$ cat src/rtl/l1a_checker_part2.sv
// Per-channel L1A event-number checker driven by the sequencer's one-hot token.
// Flags mismatches and header timeouts, then pulses one_adc_finish_check so the token can advance.
module l1a_checker_part2 #(
  parameter int NUM_ADC = 16,
  parameter int EVT_W   = 16,
  parameter int TIMEOUT = 1023
) (
  input  logic                     clk,
  input  logic                     reset,
  input  logic [NUM_ADC-1:0]       start_check,
  input  logic [NUM_ADC-1:0]       adc_evt_valid,
  input  logic [NUM_ADC*EVT_W-1:0] adc_evt_num,
  output logic                     one_adc_finish_check,
  output logic [EVT_W-1:0]         expected_evt,
  output logic [NUM_ADC-1:0]       mismatch_mask,
  output logic [NUM_ADC-1:0]       timeout_mask,
  output logic [2:0]               error,
  output logic                     busy
);

  localparam int IDX_W = (NUM_ADC > 1) ? $clog2(NUM_ADC) : 1;
  localparam int CNT_W = 10;
  localparam logic [IDX_W-1:0] LAST_CH     = IDX_W'(NUM_ADC - 1);
  localparam logic [CNT_W-1:0] TIMEOUT_CNT = CNT_W'(TIMEOUT);

  typedef enum logic [1:0] {IDLE, WAIT_HDR, DONE, GAP} state_t;

  state_t             state, state_next;
  logic [IDX_W-1:0]   ch, ch_next;
  logic [CNT_W-1:0]   cnt, cnt_next;
  logic [IDX_W-1:0]   low_idx;
  logic               one_hot;
  logic [EVT_W-1:0]   evt_arr [NUM_ADC];
  logic               finish_next;
  logic [EVT_W-1:0]   expected_next;
  logic [NUM_ADC-1:0] mismatch_next, timeout_next;
  logic [2:0]         error_next;

  // Lowest set bit wins, so an illegal multi-hot token still selects one channel.
  always_comb begin
    low_idx = '0;
    for (int i = NUM_ADC - 1; i >= 0; i--) begin
      if (start_check[i]) low_idx = IDX_W'(i);
    end
  end

  assign one_hot = ((start_check & (start_check - 1'b1)) == '0);

  always_comb begin
    for (int i = 0; i < NUM_ADC; i++) evt_arr[i] = adc_evt_num[i*EVT_W +: EVT_W];
  end

  always_comb begin
    // NOTE: every output of this block gets a default first, so no path can infer a latch.
    state_next    = state;
    ch_next       = ch;
    cnt_next      = cnt;
    finish_next   = 1'b0;
    expected_next = expected_evt;
    mismatch_next = mismatch_mask;
    timeout_next  = timeout_mask;
    error_next    = error;
    case (state)
      IDLE: begin
        if (start_check != '0) begin
          ch_next    = low_idx;
          cnt_next   = '0;
          state_next = WAIT_HDR;
          if (!one_hot) error_next[2] = 1'b1;
        end
      end
      WAIT_HDR: begin
        if (start_check == '0) begin
          state_next = IDLE;
        end else if (adc_evt_valid[ch]) begin
          if (evt_arr[ch] != expected_evt) begin
            mismatch_next[ch] = 1'b1;
            error_next[0]     = 1'b1;
          end
          finish_next = 1'b1;
          state_next  = DONE;
        end else if (cnt == TIMEOUT_CNT) begin
          timeout_next[ch] = 1'b1;
          error_next[1]    = 1'b1;
          finish_next      = 1'b1;
          state_next       = DONE;
        end else begin
          cnt_next = cnt + 1'b1;
        end
      end
      DONE: begin
        if (ch == LAST_CH) expected_next = expected_evt + 1'b1;
        state_next = GAP;
      end
      GAP:     state_next = IDLE;
      default: state_next = IDLE;
    endcase
  end

  always_ff @(posedge clk) begin
    // NOTE: state is updated with non-blocking assignments so every flop samples pre-edge values.
    if (reset) begin
      state                <= IDLE;
      ch                   <= '0;
      cnt                  <= '0;
      one_adc_finish_check <= 1'b0;
      expected_evt         <= '0;
      mismatch_mask        <= '0;
      timeout_mask         <= '0;
      error                <= '0;
      busy                 <= 1'b0;
    end else begin
      state                <= state_next;
      ch                   <= ch_next;
      cnt                  <= cnt_next;
      one_adc_finish_check <= finish_next;
      expected_evt         <= expected_next;
      mismatch_mask        <= mismatch_next;
      timeout_mask         <= timeout_next;
      error                <= error_next;
      busy                 <= (state_next != IDLE);
    end
  end

endmodule

$ cat config.mk
export PLATFORM = sky130hd
export DESIGN_NAME = l1a_checker_part2
export DESIGN_NICKNAME = d
export VERILOG_FILES = /design/src/rtl/l1a_checker_part2.sv
export SDC_FILE = /design/constraint.sdc
export NUM_CORES = 1
export LEC_CHECK = 0
export CAP_MARGIN = 20
export CORE_MARGIN = 4
export CORE_UTILIZATION = 30
export DETAILED_ROUTE_END_ITERATION = 6
export PLACE_DENSITY = 0.68
export SYNTH_ARGS = -nofsm -noshare
export SYNTH_HDL_FRONTEND = slang
export SYNTH_SLANG_ARGS = --single-unit
$ cat constraint.sdc
create_clock -name clk -period 3.16 [get_ports clk]
set_clock_uncertainty 0.1 [all_clocks]
set_input_delay 0.79 -clock clk [delete_from_list [all_inputs] [get_ports clk]]
set_output_delay 0.79 -clock clk [all_outputs]
set_load 0.005 [all_outputs]
==> impl_metrics.toml, run 1 <==
[status]
outcome = "finished, final reports clean"

[yosys]
syn_area_per_cell_sq_um = 9.97
synth-edff-count = 0
synthCells = 537
synth_seq_area_share_pct = 25.8
synth.ff_latch_count = 69
yosysWarnings = 0
synthTopCellsByArea = "mux4_2, dfxtp_1, mux2i_1, xor2_1, nor2_1"
synth.distinct_cells = 48
syn-num-nets = 829
synthFlopType = "dfxtp_1"
synth_async_sr_flop_share_pct = 0
synth_top_area_cell = "mux4_2"
ys_top_cells_by_count = "mux4_2, dfxtp_1, nor2_1, xor2_1, mux2i_1"
yosysMostFrequentCell = "mux4_2"
synth_top_cell_area_share_pct = 29.5
synth_area_sq_um = 5350

[layout]
final_nets = 1190
fill_cells = 1547
drive_gt1_share_pct = 18.8
post-route-util_pct = 56.3
syn_to_final_growth_pct = 83.4

[floorplanning]
core_area_sq_um = 17400
die_w_um = 142
start_util_pct = 30.7
dieArea_sq_um = 20000
die_h_um = 142
num_io_pins = 343
core.rowCount = 48

[setup_path]
worstPathRequired_ps = 3260
reg2reg_from = "ch[1]"
reg2reg_depth = 9
rrSetupSlack_ps = 120
path_class = "in2reg"
cp-startpoint = "adc_evt_num[241]"
rr_endpoint = "mismatch_mask[2]"
end_kind = "flip-flop"
critPathArrivalTime_ps = 3190
critPathCapture = "mismatch_mask[2]"
crit_path_start_kind = "primary input"
critPathMaxFanout = 8

[grt]
gr-total-overflow = 0
grt_first_pass_wirelength_um = 34000
antenna_found_initial = 4
grt_pass1_vias = 5992
grt_max_degree = 34
grt_util_all_layers_pct = 22.2

[clocking]
htree_levels = 3
root_buffer = "clkbuf_16"
clock_latency_ps = 330
holdBufCountCts = 0
numCtsBuffers = 9
cts.clk_slew.worst_paths_ps = 50
clk_path_buf_depth = 2
cts_tree = "done"
clock_sinks = 69

[sta]
fmax_ghz = 0.323
setup_viol = 0
fin_crit_ps = 3090
slew_violations = 0
finalHoldViolations = 0
timing.final.crit_share_pct = 97.9
max_slew_margin_pct = 51.4
tightest_slew_ps = 728
timing.hold.ws_ps = 367

[route]
drt-initial-drc-count = 246
drt-total-wl_um = 23700
final_antenna_net_count = 0
wl_per_cell_um = 21.0
dr.pass1.iters = 4
num_vias = 5841
drc = 0
via_per_inst = 5.17

[power_and_ir_drop]
comb_power_share_pct = 34.1
clockPowerShare_pct = 34.2
swShare_pct = 26.5
switching_power_w = 0.000774
power.leakage_nw = 3.66
seq_power_share_pct = 31.7
irDropWorstVdd_mv = 0.287
p_int_w = 0.00215
cellPowerDensity_nw_per_um2 = 298

[job]
maxCapViolations = 0

[placement]
portBuffers = 342
place_congestion = 0.843
dp_hpwl_um = 19700

[hold_path]
holdCritStartpoint = "error[0]"
min_path_type = "reg2reg"
flip-flops by register name, indices dropped and copies added, names as in the netlist:
signal                count
timeout_mask             16
expected_evt             16
one_adc_finish_check      1
busy                      1
ch                        4
error                     3
cnt                      10
state                     2
mismatch_mask            16
power by group through the flow:
stage,Combinational [W],Sequential (W),Clock (W)
after floorplan,0.000451,0.000923,0
final,0.000995,0.000927,0.000998
after global placement,0.000960,0.000958,0
after CTS,0.000973,0.000939,0.00101
after global routing,0.00107,0.000931,0.00105
after detailed placement,0.000967,0.000957,0
critical path, cell delays in order:
cell and delay [ps]:
clkdlybuf4s50_1 400, mux4_2 470, mux2i_2 180, mux2i_2 120, xor2_1 180, nor4_2 310, o2111ai_2 240, nor2_4 230
clkbuf_16 200, o22ai_2 60
layer usage:
layer  track usage, %  wire, um  vias up
met5                0        34        -
met4             3.99       278        6
met3             6.00      1700       32
met2             40.4     12500      231
met1             26.5      9200     2811
li1                 -         -     2761
cell families after synthesis:
| group | Yosys count | share of synthesized area, % |
|---|---|---|
| buf+inv | 70 | 5.68 |
| flops | 69 | 25.8 |
| compound gates | 89 | 10.0 |
| simple gates | 160 | 15.2 |
| mux | 100 | 35.1 |
| xor+xnor | 44 | 7.20 |
| fa+ha+maj | 5 | 1.03 |
per-stage QoR:
stage               power (W)  setup WS (ps)  TNS (ps)  area, sq um  std cells
floorplan             0.00137            203         0         5350        537
global placement      0.00192           -376     -7270         9250       1106
detailed placement    0.00192           -414     -8030         9250       1106
CTS                   0.00292          0.992         0         9550       1122
global route          0.00305          -41.1      -320         9810       1129
finish                0.00292           67.5         0         9810       1130
cell usage in the layout, fill, tap and decap left out, drive strengths merged, types with 3 or more instances in the layout:
cell and count:
o21bai 3, dfxtp 69, mux2i 29, nor3 17, and3 3, inv 26, nor2b 6, clkdlybuf4s50 307
o21ai 22, nand2 17, xor2 33, or3 10, nor2 54, nand2b 4, a31oi 18, xnor2 11
clkbuf 10, maj3 3, o22ai 16, mux4 70, clkinv 4, nand4 8, nor4 6, and2 4
nand3 25, dlymetal6s2s 34, a311oi 3, a21oi 19, buf 53
how the worst min path moves through the flow:
| stage | to | cells past startpoint |
|---|---|---|
| floorplan | cnt[6] | 2 |
| global placement | timeout_mask[7] | 2 |
| detailed placement | timeout_mask[8] | 2 |
| CTS | error[0] | 2 |
| global route | timeout_mask[12] | 2 |
| finish | error[0] | 2 |
layout make-up:
| class | count | area [sq um] | area share (%) |
|---|---|---|---|
| clock buffers | 9 | 225 | 2.30 |
| flip-flops and latches | 69 | 1390 | 14.2 |
| inverters | 25 | 93.8 | 0.956 |
| well taps | 225 | 282 | 2.87 |
| repair buffers | 395 | 3980 | 40.5 |
| diodes | 2 | 5.00 | 0.0510 |
| multi-input cells | 398 | 3770 | 38.4 |
| clock inverters | 7 | 73.8 | 0.752 |
timing repair:
item                                    4_1_cts  5_1_grt
endpoints found under the setup margin       16       18
setup buffers                                 0        6
gates resized for setup                       2       51
pin swaps                                     3       11
gates cloned                                  0        1
Note: power is estimated with default switching activity, not from simulation.
==> run 2, diff against run 1 <==
--- a/config.mk
+++ b/config.mk
@@ -10,6 +10,7 @@
 export CORE_UTILIZATION = 30
 export DETAILED_ROUTE_END_ITERATION = 6
 export PLACE_DENSITY = 0.68
+export SKIP_LAST_GASP = 1
 export SYNTH_ARGS = -nofsm -noshare
 export SYNTH_HDL_FRONTEND = slang
 export SYNTH_SLANG_ARGS = --single-unit
==> results of run 2 <==
Same layout as run 1: the final DEF is identical, and so are final timing and power.
==> run 3, diff against run 2 <==
--- a/config.mk
+++ b/config.mk
@@ -8,6 +8,7 @@
 export CAP_MARGIN = 20
 export CORE_MARGIN = 4
 export CORE_UTILIZATION = 30
+export CTS_CLUSTER_SIZE = 28
 export DETAILED_ROUTE_END_ITERATION = 6
 export PLACE_DENSITY = 0.68
 export SKIP_LAST_GASP = 1
==> results of run 3 <==
Same layout as run 1: the final DEF is identical, and so are final timing and power.
